<file path="src/rtl/io_ctrl_sequencer_pkg.sv">
// rtl/io_ctrl_sequencer_pkg.sv - opcode, ALU-op and state encodings for the control sequencer
package cpu_ctrl_pkg;

  localparam int OP_W = 5;

  // IR[31:27] opcodes handled by the sequencer
  localparam logic [4:0] OP_ADDI = 5'b01100;
  localparam logic [4:0] OP_ANDI = 5'b01101;
  localparam logic [4:0] OP_ORI  = 5'b01110;
  localparam logic [4:0] OP_IN   = 5'b10110;
  localparam logic [4:0] OP_OUT  = 5'b10111;
  localparam logic [4:0] OP_NOP  = 5'b11010;
  localparam logic [4:0] OP_HALT = 5'b11011;

  // ALU function codes driven on alu_op; zero means pass/none
  localparam logic [4:0] ALU_NONE = 5'b00000;
  localparam logic [4:0] ALU_ADD  = 5'b00011;
  localparam logic [4:0] ALU_AND  = 5'b00101;
  localparam logic [4:0] ALU_OR   = 5'b00110;

  typedef enum logic [3:0] {
    S_RST  = 4'd0,
    T0     = 4'd1,
    T1     = 4'd2,
    T2     = 4'd3,
    T3     = 4'd4,
    T4     = 4'd5,
    T5     = 4'd6,
    S_HALT = 4'd7,
    S_STEP = 4'd8
  } state_t;

  // Instruction class latched when leaving T2; drives the T3..T5 strobes
  typedef enum logic [2:0] {
    K_NOP  = 3'd0,
    K_ADDI = 3'd1,
    K_ANDI = 3'd2,
    K_ORI  = 3'd3,
    K_IN   = 3'd4,
    K_OUT  = 3'd5,
    K_HALT = 3'd6
  } op_kind_t;

  // Unknown opcodes fall back to NOP
  function automatic op_kind_t decode_op(input logic [4:0] op);
    case (op)
      OP_ADDI: return K_ADDI;
      OP_ANDI: return K_ANDI;
      OP_ORI:  return K_ORI;
      OP_IN:   return K_IN;
      OP_OUT:  return K_OUT;
      OP_HALT: return K_HALT;
      default: return K_NOP;
    endcase
  endfunction

endpackage

</file>
<file path="src/rtl/io_ctrl_sequencer_if.sv">
// rtl/io_ctrl_sequencer_if.sv - control strobes between sequencer (master) and data_path (slave)
interface io_ctrl_sequencer_if #(
  parameter int OP_W = 5
);
  logic [OP_W-1:0] ir_op;
  logic            Run;
  logic            PCout, Zlowout, MDRout, Cout, InPortout;
  logic            MARin, PCin, MDRin, IRin, Yin, ZHighin, Zlowin, OutPortin;
  logic            IncPC, Read, Gra, Grb, Rin, Rout, BAOut;
  logic [OP_W-1:0] alu_op;

  modport master (
    input  ir_op,
    output Run,
    output PCout, Zlowout, MDRout, Cout, InPortout,
    output MARin, PCin, MDRin, IRin, Yin, ZHighin, Zlowin, OutPortin,
    output IncPC, Read, Gra, Grb, Rin, Rout, BAOut,
    output alu_op
  );

  modport slave (
    output ir_op,
    input  Run,
    input  PCout, Zlowout, MDRout, Cout, InPortout,
    input  MARin, PCin, MDRin, IRin, Yin, ZHighin, Zlowin, OutPortin,
    input  IncPC, Read, Gra, Grb, Rin, Rout, BAOut,
    input  alu_op
  );
endinterface

</file>
<file path="src/rtl/io_ctrl_sequencer_wait_ctr.sv">
// rtl/io_ctrl_sequencer_wait_ctr.sv - loadable down-counter stretching T1 for memory latency
module ctrl_wait_ctr #(
  parameter int W = 3
) (
  input  logic         i_clk,
  input  logic         i_rst,
  input  logic         i_load,
  input  logic [W-1:0] i_load_val,
  input  logic         i_dec,
  output logic         o_zero
);

  logic [W-1:0] r_count;

  // reload on T1 entry, then count down once per T1 cycle, saturating at zero
  always_ff @(posedge i_clk) begin
    if (i_rst) begin
      r_count <= '0;
    end else if (i_load) begin
      r_count <= i_load_val;
    end else if (i_dec && (r_count != '0)) begin
      r_count <= r_count - 1'b1;
    end
  end

  assign o_zero = (r_count == '0);

endmodule

</file>
<file path="src/rtl/io_ctrl_sequencer.sv">
// rtl/io_ctrl_sequencer.sv - Moore control FSM for data_path; CTRL_SINGLE_STEP_EN adds step input and S_STEP
module io_ctrl_sequencer
  import cpu_ctrl_pkg::*;
#(
  parameter int MEM_WAIT = 1,
  parameter int OP_W     = 5
) (
  input  logic Clock,
  input  logic clear,
`ifdef CTRL_SINGLE_STEP_EN
  input  logic step,
`endif
  io_ctrl_sequencer_if.master bus
);

  localparam int CW = 3;
  localparam logic [CW-1:0] W_MEM_WAIT = CW'(MEM_WAIT);

  // where the FSM goes once an instruction has finished
`ifdef CTRL_SINGLE_STEP_EN
  localparam state_t ST_AFTER = S_STEP;
`else
  localparam state_t ST_AFTER = T0;
`endif

  state_t   r_state;
  state_t   w_next;
  op_kind_t r_kind;
  op_kind_t w_kind_next;
  logic     w_wait_zero;
  logic     w_step_go;

  ctrl_wait_ctr #(
    .W (CW)
  ) u_wait_ctr (
    .i_clk      (Clock),
    .i_rst      (clear),
    .i_load     (r_state == T0),
    .i_load_val (W_MEM_WAIT),
    .i_dec      (r_state == T1),
    .o_zero     (w_wait_zero)
  );

`ifdef CTRL_SINGLE_STEP_EN
  logic r_step_d;

  // previous step level, so a held step releases only one instruction
  always_ff @(posedge Clock) begin
    if (clear) begin
      r_step_d <= 1'b0;
    end else begin
      r_step_d <= step;
    end
  end

  assign w_step_go = step && !r_step_d;
`else
  assign w_step_go = 1'b1;
`endif

  // state and latched instruction class; clear aborts any instruction in flight
  always_ff @(posedge Clock) begin
    if (clear) begin
      r_state <= S_RST;
      r_kind  <= K_NOP;
    end else begin
      r_state <= w_next;
      r_kind  <= w_kind_next;
    end
  end

  // next-state decode; ir_op is only looked at on the edge that leaves T2
  always_comb begin
    w_next      = r_state;
    w_kind_next = r_kind;
    case (r_state)
      S_RST: w_next = T0;
      T0:    w_next = T1;
      T1:    if (w_wait_zero) w_next = T2;
      T2: begin
        w_kind_next = decode_op(bus.ir_op[4:0]);
        case (w_kind_next)
          K_NOP:   w_next = ST_AFTER;
          K_HALT:  w_next = S_HALT;
          default: w_next = T3;
        endcase
      end
      T3:     w_next = ((r_kind == K_IN) || (r_kind == K_OUT)) ? ST_AFTER : T4;
      T4:     w_next = T5;
      T5:     w_next = ST_AFTER;
      S_HALT: w_next = S_HALT;
      S_STEP: if (w_step_go) w_next = T0;
      default: w_next = S_RST;
    endcase
  end

  // Moore strobes decoded from registered state, class and wait count only
  always_comb begin
    bus.Run       = 1'b0;
    bus.PCout     = 1'b0;
    bus.Zlowout   = 1'b0;
    bus.MDRout    = 1'b0;
    bus.Cout      = 1'b0;
    bus.InPortout = 1'b0;
    bus.MARin     = 1'b0;
    bus.PCin      = 1'b0;
    bus.MDRin     = 1'b0;
    bus.IRin      = 1'b0;
    bus.Yin       = 1'b0;
    bus.ZHighin   = 1'b0;
    bus.Zlowin    = 1'b0;
    bus.OutPortin = 1'b0;
    bus.IncPC     = 1'b0;
    bus.Read      = 1'b0;
    bus.Gra       = 1'b0;
    bus.Grb       = 1'b0;
    bus.Rin       = 1'b0;
    bus.Rout      = 1'b0;
    bus.BAOut     = 1'b0;
    bus.alu_op    = OP_W'(ALU_NONE);
    case (r_state)
      T0: begin
        bus.Run     = 1'b1;
        bus.PCout   = 1'b1;
        bus.MARin   = 1'b1;
        bus.IncPC   = 1'b1;
        bus.ZHighin = 1'b1;
        bus.Zlowin  = 1'b1;
      end
      T1: begin
        bus.Run     = 1'b1;
        bus.Zlowout = 1'b1;
        bus.Read    = 1'b1;
        bus.MDRin   = 1'b1;
        bus.PCin    = w_wait_zero;
      end
      T2: begin
        bus.Run    = 1'b1;
        bus.MDRout = 1'b1;
        bus.IRin   = 1'b1;
      end
      T3: begin
        bus.Run = 1'b1;
        case (r_kind)
          K_IN: begin
            bus.InPortout = 1'b1;
            bus.Gra       = 1'b1;
            bus.Rin       = 1'b1;
          end
          K_OUT: begin
            bus.Gra       = 1'b1;
            bus.Rout      = 1'b1;
            bus.OutPortin = 1'b1;
          end
          default: begin
            bus.Grb   = 1'b1;
            bus.BAOut = 1'b1;
            bus.Rout  = 1'b1;
            bus.Yin   = 1'b1;
          end
        endcase
      end
      T4: begin
        bus.Run     = 1'b1;
        bus.Cout    = 1'b1;
        bus.ZHighin = 1'b1;
        bus.Zlowin  = 1'b1;
        case (r_kind)
          K_ANDI:  bus.alu_op = OP_W'(ALU_AND);
          K_ORI:   bus.alu_op = OP_W'(ALU_OR);
          default: bus.alu_op = OP_W'(ALU_ADD);
        endcase
      end
      T5: begin
        bus.Run     = 1'b1;
        bus.Zlowout = 1'b1;
        bus.Gra     = 1'b1;
        bus.Rin     = 1'b1;
      end
      S_STEP: bus.Run = 1'b1;
      default: ;
    endcase
  end

endmodule

</file>
<file path="src/flat_wrapper.sv">
// flat-port wrapper written by rule: the top's interface ports become plain ports
module io_ctrl_sequencer_flat import cpu_ctrl_pkg::*;
#(
  parameter int MEM_WAIT = 1,
  parameter int OP_W     = 5
)
  (Clock, clear, bus_ir_op, bus_Run, bus_PCout, bus_Zlowout, bus_MDRout, bus_Cout, bus_InPortout, bus_MARin, bus_PCin, bus_MDRin, bus_IRin, bus_Yin, bus_ZHighin, bus_Zlowin, bus_OutPortin, bus_IncPC, bus_Read, bus_Gra, bus_Grb, bus_Rin, bus_Rout, bus_BAOut, bus_alu_op);
  io_ctrl_sequencer_if #(.OP_W(OP_W)) bus_i ();
  input  logic Clock;
  input  logic clear;
  input wire logic [$bits(bus_i.ir_op)-1:0] bus_ir_op;
  output wire logic [$bits(bus_i.Run)-1:0] bus_Run;
  output wire logic [$bits(bus_i.PCout)-1:0] bus_PCout;
  output wire logic [$bits(bus_i.Zlowout)-1:0] bus_Zlowout;
  output wire logic [$bits(bus_i.MDRout)-1:0] bus_MDRout;
  output wire logic [$bits(bus_i.Cout)-1:0] bus_Cout;
  output wire logic [$bits(bus_i.InPortout)-1:0] bus_InPortout;
  output wire logic [$bits(bus_i.MARin)-1:0] bus_MARin;
  output wire logic [$bits(bus_i.PCin)-1:0] bus_PCin;
  output wire logic [$bits(bus_i.MDRin)-1:0] bus_MDRin;
  output wire logic [$bits(bus_i.IRin)-1:0] bus_IRin;
  output wire logic [$bits(bus_i.Yin)-1:0] bus_Yin;
  output wire logic [$bits(bus_i.ZHighin)-1:0] bus_ZHighin;
  output wire logic [$bits(bus_i.Zlowin)-1:0] bus_Zlowin;
  output wire logic [$bits(bus_i.OutPortin)-1:0] bus_OutPortin;
  output wire logic [$bits(bus_i.IncPC)-1:0] bus_IncPC;
  output wire logic [$bits(bus_i.Read)-1:0] bus_Read;
  output wire logic [$bits(bus_i.Gra)-1:0] bus_Gra;
  output wire logic [$bits(bus_i.Grb)-1:0] bus_Grb;
  output wire logic [$bits(bus_i.Rin)-1:0] bus_Rin;
  output wire logic [$bits(bus_i.Rout)-1:0] bus_Rout;
  output wire logic [$bits(bus_i.BAOut)-1:0] bus_BAOut;
  output wire logic [$bits(bus_i.alu_op)-1:0] bus_alu_op;
  assign bus_i.ir_op = bus_ir_op;
  assign bus_Run = bus_i.Run;
  assign bus_PCout = bus_i.PCout;
  assign bus_Zlowout = bus_i.Zlowout;
  assign bus_MDRout = bus_i.MDRout;
  assign bus_Cout = bus_i.Cout;
  assign bus_InPortout = bus_i.InPortout;
  assign bus_MARin = bus_i.MARin;
  assign bus_PCin = bus_i.PCin;
  assign bus_MDRin = bus_i.MDRin;
  assign bus_IRin = bus_i.IRin;
  assign bus_Yin = bus_i.Yin;
  assign bus_ZHighin = bus_i.ZHighin;
  assign bus_Zlowin = bus_i.Zlowin;
  assign bus_OutPortin = bus_i.OutPortin;
  assign bus_IncPC = bus_i.IncPC;
  assign bus_Read = bus_i.Read;
  assign bus_Gra = bus_i.Gra;
  assign bus_Grb = bus_i.Grb;
  assign bus_Rin = bus_i.Rin;
  assign bus_Rout = bus_i.Rout;
  assign bus_BAOut = bus_i.BAOut;
  assign bus_alu_op = bus_i.alu_op;
  io_ctrl_sequencer #(.MEM_WAIT(MEM_WAIT), .OP_W(OP_W)) u_core (.Clock(Clock), .clear(clear), .bus(bus_i));
endmodule
</file>
<file path="config.mk">
export PLATFORM = sky130hd
export DESIGN_NAME = io_ctrl_sequencer_flat
export DESIGN_NICKNAME = d
export VERILOG_FILES = /design/src/rtl/io_ctrl_sequencer_pkg.sv /design/src/rtl/io_ctrl_sequencer_if.sv /design/src/rtl/io_ctrl_sequencer_wait_ctr.sv /design/src/rtl/io_ctrl_sequencer.sv /design/src/flat_wrapper.sv
export SDC_FILE = /design/constraint.sdc
export NUM_CORES = 1
export LEC_CHECK = 0
export CAP_MARGIN = 20
export CORE_MARGIN = 1
export CORE_UTILIZATION = 41
export CTS_CLUSTER_DIAMETER = 150
export DETAILED_ROUTE_END_ITERATION = 6
export GPL_ROUTABILITY_DRIVEN = 0
export PLACE_DENSITY = 0.89
export SLEW_MARGIN = 20
export SYNTH_ARGS = -nofsm -noshare
export SYNTH_HDL_FRONTEND = slang
export SYNTH_SLANG_ARGS = --single-unit
</file>
<file path="constraint.sdc">
create_clock -name Clock -period 2.46 [get_ports Clock]
set_clock_uncertainty 0.2 [all_clocks]
set_input_delay 0.246 -clock Clock [delete_from_list [all_inputs] [get_ports Clock]]
set_output_delay 0.246 -clock Clock [all_outputs]
set_load 0.02 [all_outputs]
</file>
# Yosys cells after proc, flatten, opt, wreduce, memory -nomap -nowiden

Index checks and enable logic that the tools add are counted.
W data, S select, Z words.

Register bits: 10
Output and inout port bits: 26

Muxes and demuxes: 29
Equal/unequal tests: 20
Reduce and logical (&&, ||, !) cells: 13
Add/sub/neg operators: 1

Operators by type and width:

| kind                  | number |
|---|---|
| $pmux W4 S7           | 1 |
| $mux W1               | 19 |
| $pmux W3 S6           | 1 |
| $eq A4 B3 Y1 const B  | 4 |
| $eq A5 B4 Y1 const B  | 3 |
| $eq A5 B5 Y1 const B  | 3 |
| $pmux W3 S2           | 2 |
| $eq A3 B3 Y1 const B  | 3 |
| $eq A4 B2 Y1 const B  | 2 |
| $reduce_or A2 Y1      | 4 |
| $reduce_or A7 Y1      | 1 |
| $eq A3 B2 Y1 const B  | 2 |
| $logic_not A3 Y1      | 2 |
| $mux W3               | 2 |
| $mux W5               | 1 |
| $eq A4 B1 Y1 const B  | 1 |
| $eq A4 B4 Y1 const B  | 1 |
| $logic_not A4 Y1      | 1 |
| $mux W4               | 1 |
| $pmux W1 S2           | 2 |
| $reduce_bool A3 Y1    | 1 |
| $reduce_or A3 Y1      | 1 |
| $sub A3 B1 Y3 const B | 1 |
| $ne A2 B1 Y1 const B  | 1 |
| other kinds (3)       | 3 |

# Longest topological paths before layout

Depth in word-level cells: 6
Depth in mapped cells: 7
Depth with buffers taken out: 6

# Hierarchy

From an unflattened synthesis, not the netlist that was laid out.

Cell total of the unflattened synthesis: 105
Area total of the unflattened synthesis: 738.2 um^2

By module, submodules not included:

| module            | area each (um^2) | cells an instance | instances | sequential area each (um^2) |
|---|---|---|---|---|
| io_ctrl_sequencer | 555.5            | 84                | 1         | 120.1 |
| ctrl_wait_ctr     | 182.7            | 21                | 1         | 60.1 |

# Worst setup path after synthesis

No wires, ideal clock.

Path kind: register to output
Start: reg u_core.r_state[0]
End: out bus_MARin
Slack: 0.434 ns
Required time: 2.014 ns
Stages on the path, launching flop included: 5
Arrival time: 1.580 ns
Cells stage by stage: dfxtp_1 -> buf_6 -> inv_1 -> nor3_1 -> buf_4

Longest elaborated chain between the ends: 2

Ends and longest elaborated chain:

| item                   | line                    | RTL |
|---|---|---|
| start, declared        | io_ctrl_sequencer.sv:26 | `state_t r_state;` |
| start signal, assigned | io_ctrl_sequencer.sv:67 | `r_state <= w_next;` |
| $eq A4 B1 Y1           | --                      |  |
| $mux W1                | --                      |  |
| end, declared          | flat_wrapper.sv:18      | `output wire logic [$bits(bus_i.MARin)-1:0] bus_MARin;` |

No other way between the ends.

# Final worst setup path

Start: reg u_core.r_state[1]
End: out bus_MDRout

Longest elaborated chain between the ends: 2

Ends and longest elaborated chain:

| item          | line                     | RTL |
|---|---|---|
| $eq A4 B2 Y1  | io_ctrl_sequencer.sv:121 | `case (r_state)` |
| $mux W1       | io_ctrl_sequencer.sv:121 |  |
| end, declared | flat_wrapper.sv:15       | `output wire logic [$bits(bus_i.MDRout)-1:0] bus_MDRout;` |

No other way between the ends.

==> flow_metrics.tcl <==
set metrics [dict create \
    synth_largest_type_area_fraction 0.244 \
    crit_arrival_ns 1.86 \
    first_global_vias 545 \
    ir_drop_mv 0.274 \
    series_of_cell_instances_along_the_critical_path "nand2b_4 > or2_4 > clkinv_2 > clkdlybuf4s50_1" \
    avgSynthCellArea_sq_um 7.32 \
    die_w_um 44.5 \
    io-pin-count 33 \
    dp.cells 145 \
    cp.required_ns 2.01 \
    sum_of_negative_setup_slack_ns 0 \
    setup_viol_count_final 0 \
    rows 14 \
    buffer_ports.inserted 30 \
    cp_launch_type "register" \
    net-switching-power_mw 0.172 \
    tritoncts.num_buffers 3 \
    synth_top_area_cell "sky130_fd_sc_hd__dfxtp_1" \
    global_route.usage.total 0.157 \
    cellLeakagePower_nw 0.479 \
    fin_ws_ns 0.152 \
    place.detailed.hpwl_um 1190 \
    areaGrowthSynthToFinish_pct 40.1 \
    yosys-top-cells-area "sky130_fd_sc_hd__dfxtp_1, sky130_fd_sc_hd__buf_4, sky130_fd_sc_hd__nor2_1" \
    worstSkewPairLatency_ns 0.26 \
    wl_per_cell_um 9.94 \
    finalWirelength_um 1480 \
    path_class "reg -> out" \
    highest_fanout_seen_on_the_critical_path 10 \
    drt-initial-drc-count 17 \
    grt_start_max_net_pins 11 \
    hold_class "reg -> reg" \
    ys_warn_count 0 \
    combinationalPowerShare 0.414 \
    slowest_stage_cell_on_the_critical_path "sky130_fd_sc_hd__clkdlybuf4s50_1" \
    timing.max_cap.violations 0 \
    floorplan.initialDensity 0.464 \
    postSynthCellCount 101 \
    synth-edff-count 0 \
    finalCritPeriodShare 0.938 \
    via_density_per_instance 4.83 \
    post_dp_cell_area_sq_um 991 \
    power_density_nw_per_um2 469 \
    post-place-ws_ns 0.231 \
    overall_overflow_remaining_after_global_route 0 \
    wire_length_of_the_first_global_routing_pass_um 2280 \
    worst_setup_hold_path_clk_slew_ns 0.06 \
    n_antenna_cell 0 \
    internal_power_mw 0.314 \
    postRouteAntennaNets 0 \
    fp.dieArea_sq_um 1980 \
    synth_flop_cell "sky130_fd_sc_hd__dfxtp_1" \
    status "finished, final reports clean" \
    final-instance-count-excl-fill 149 \
    drt_first_pass_iters 4 \
    slew_viol_final 0 \
    drc 0 \
    power.sequential.fraction 0.356 \
    hold_buffers 0 \
    via_total_after_detailed_routing 720 \
    seq_total_area_yosys 0.244 \
    rsz0062_at_grt "no" \
    chipHeight_um 44.5 \
    tritoncts "built" \
    number_of_antenna_violations_at_the_first_check_in_global_routing 0 \
    timing.final.crit_period_ns 2.31 \
    post-cts-setup-buffer-count 0 \
    end_kind "output pin" \
    mappedNetlistArea_sq_um 739 \
    final_cell_area_sq_um 1040 \
    core_sq_um 1590 \
    fmax_mhz 433 \
    ctsLongestPathBuffers 2 \
    hold_ws_ns 0.322 \
    number_of_nets_in_the_layout 135 \
    synth_async_sr_flop_share 0 \
    netlist-cell-type-count 35 \
    p_sw_frac 0.355 \
    cts.sinks 9 \
    final_core_utilization 0.650 \
    clockRootBuffer "sky130_fd_sc_hd__clkbuf_4" \
    cts_h_tree_lvls 1 \
    drive_above_1_share 0.136 \
    finalHoldViolations 0 \
    p_clk_frac 0.230 \
    cp_slowest_stage_delay_ns 0.60 \
    p_total_mw 0.486 \
    ys_ff_latch 9 \
]
-- cell usage in the layout (no fill, tap or decap), drive strengths merged, types with 2 or more instances in the layout --
cell type / synthesis / routed
nor3b: 2 / 2
conb: 1 / 2
dlymetal6s2s: 0 / 6
nand3: 2 / 2
or2: 2 / 2
nor3: 5 / 5
dfxtp: 9 / 9
clkdlybuf4s50: 0 / 24
nor2b: 2 / 2
nor2: 19 / 19
o21ai: 3 / 3
clkbuf: 0 / 4
a21oi: 6 / 6
a211oi: 2 / 2
a2111oi: 2 / 2
inv: 7 / 7
nand2b: 4 / 4
ha: 2 / 2
nand2: 9 / 9
-- worst paths after layout --
kind | cells after the start | slack (ns) | to | startpoint
min | 2 | 0.32 | u_core.r_kind[1] | u_core.r_kind[1]
min reg2reg | 2 | 0.32 | u_core.r_kind[1] | u_core.r_kind[1]
max | 4 | 0.15 | bus_MDRout | u_core.r_state[1]
max reg2reg | 6 | 0.62 | u_core.u_wait_ctr.r_count[2] | u_core.u_wait_ctr.r_count[0]
-- what timing repair did --
item,CTS,global route
setup endpoints to repair,7,8
endpoints found under the hold margin,0,0
gates resized for setup,1,7
-- worst max-delay path: cells and delay by family, from the launching register on --
family	cells	cell delay, ns
buffers and inverters	2	0.69
and+or+nand+nor	2	0.37
DFF	1	0.54
-- logic make-up after synthesis --
family | Yosys count | synth area share
flip-flops | 9 | 0.244
AO/OA/AOI/OAI | 18 | 0.173
AND/OR/NAND/NOR | 50 | 0.369
other | 1 | 0.00507
XOR/XNOR | 1 | 0.0118
buffers and inverters | 20 | 0.164
adder cells (fa/ha/maj) | 2 | 0.0338
-- final cells by class --
cell class / instances / area (sq um)
fillers: 137 / 558
multi-input cells: 73 / 444
repair buffers: 31 / 323
flip-flops and latches: 9 / 181
inverters: 8 / 31.3
well taps: 24 / 30.0
clock buffers: 4 / 26.3
-- sequential cells by signal, summed over array words and instances, names as in the netlist --
register and count:
u_core.u_wait_ctr.r_count 3, u_core.r_state 3, u_core.r_kind 3
-- synth_stat cells, types with 2 or more instances --
library cell                 n
sky130_fd_sc_hd__nor2_1     17
sky130_fd_sc_hd__buf_4      10
sky130_fd_sc_hd__dfxtp_1     9
sky130_fd_sc_hd__nand2_1     9
sky130_fd_sc_hd__inv_1       7
sky130_fd_sc_hd__a21oi_1     6
sky130_fd_sc_hd__nor3_1      4
sky130_fd_sc_hd__nand2b_1    3
sky130_fd_sc_hd__o21ai_0     3
sky130_fd_sc_hd__a2111oi_2   2
sky130_fd_sc_hd__a211oi_1    2
sky130_fd_sc_hd__ha_1        2
sky130_fd_sc_hd__nand3_1     2
sky130_fd_sc_hd__nor2_2      2
sky130_fd_sc_hd__nor2b_1     2
sky130_fd_sc_hd__nor3b_1     2
-- power by group through the flow --
| stage | clock network, mW | logic (mW) | registers [mW] |
|---|---|---|---|
| floorplan | 0 | 0.152 | 0.164 |
| finish | 0.112 | 0.201 | 0.173 |
| global route | 0.122 | 0.217 | 0.175 |
| CTS | 0.113 | 0.202 | 0.173 |
| detailed placement | 0 | 0.201 | 0.175 |
| global placement | 0 | 0.197 | 0.174 |
-- layer usage --
| metal | vias to the layer above | part of all wire | track usage |
|---|---|---|---|
| li1 | 373 | - | - |
| met1 | 320 | 0.45 | 0.200 |
| met2 | 25 | 0.48 | 0.250 |
| met3 | 2 | 0.053 | 0.0245 |
| met4 | 0 | 0.0095 | 0.0909 |
| met5 | - | 0 | 0 |
(Power assumes the default switching activity.)
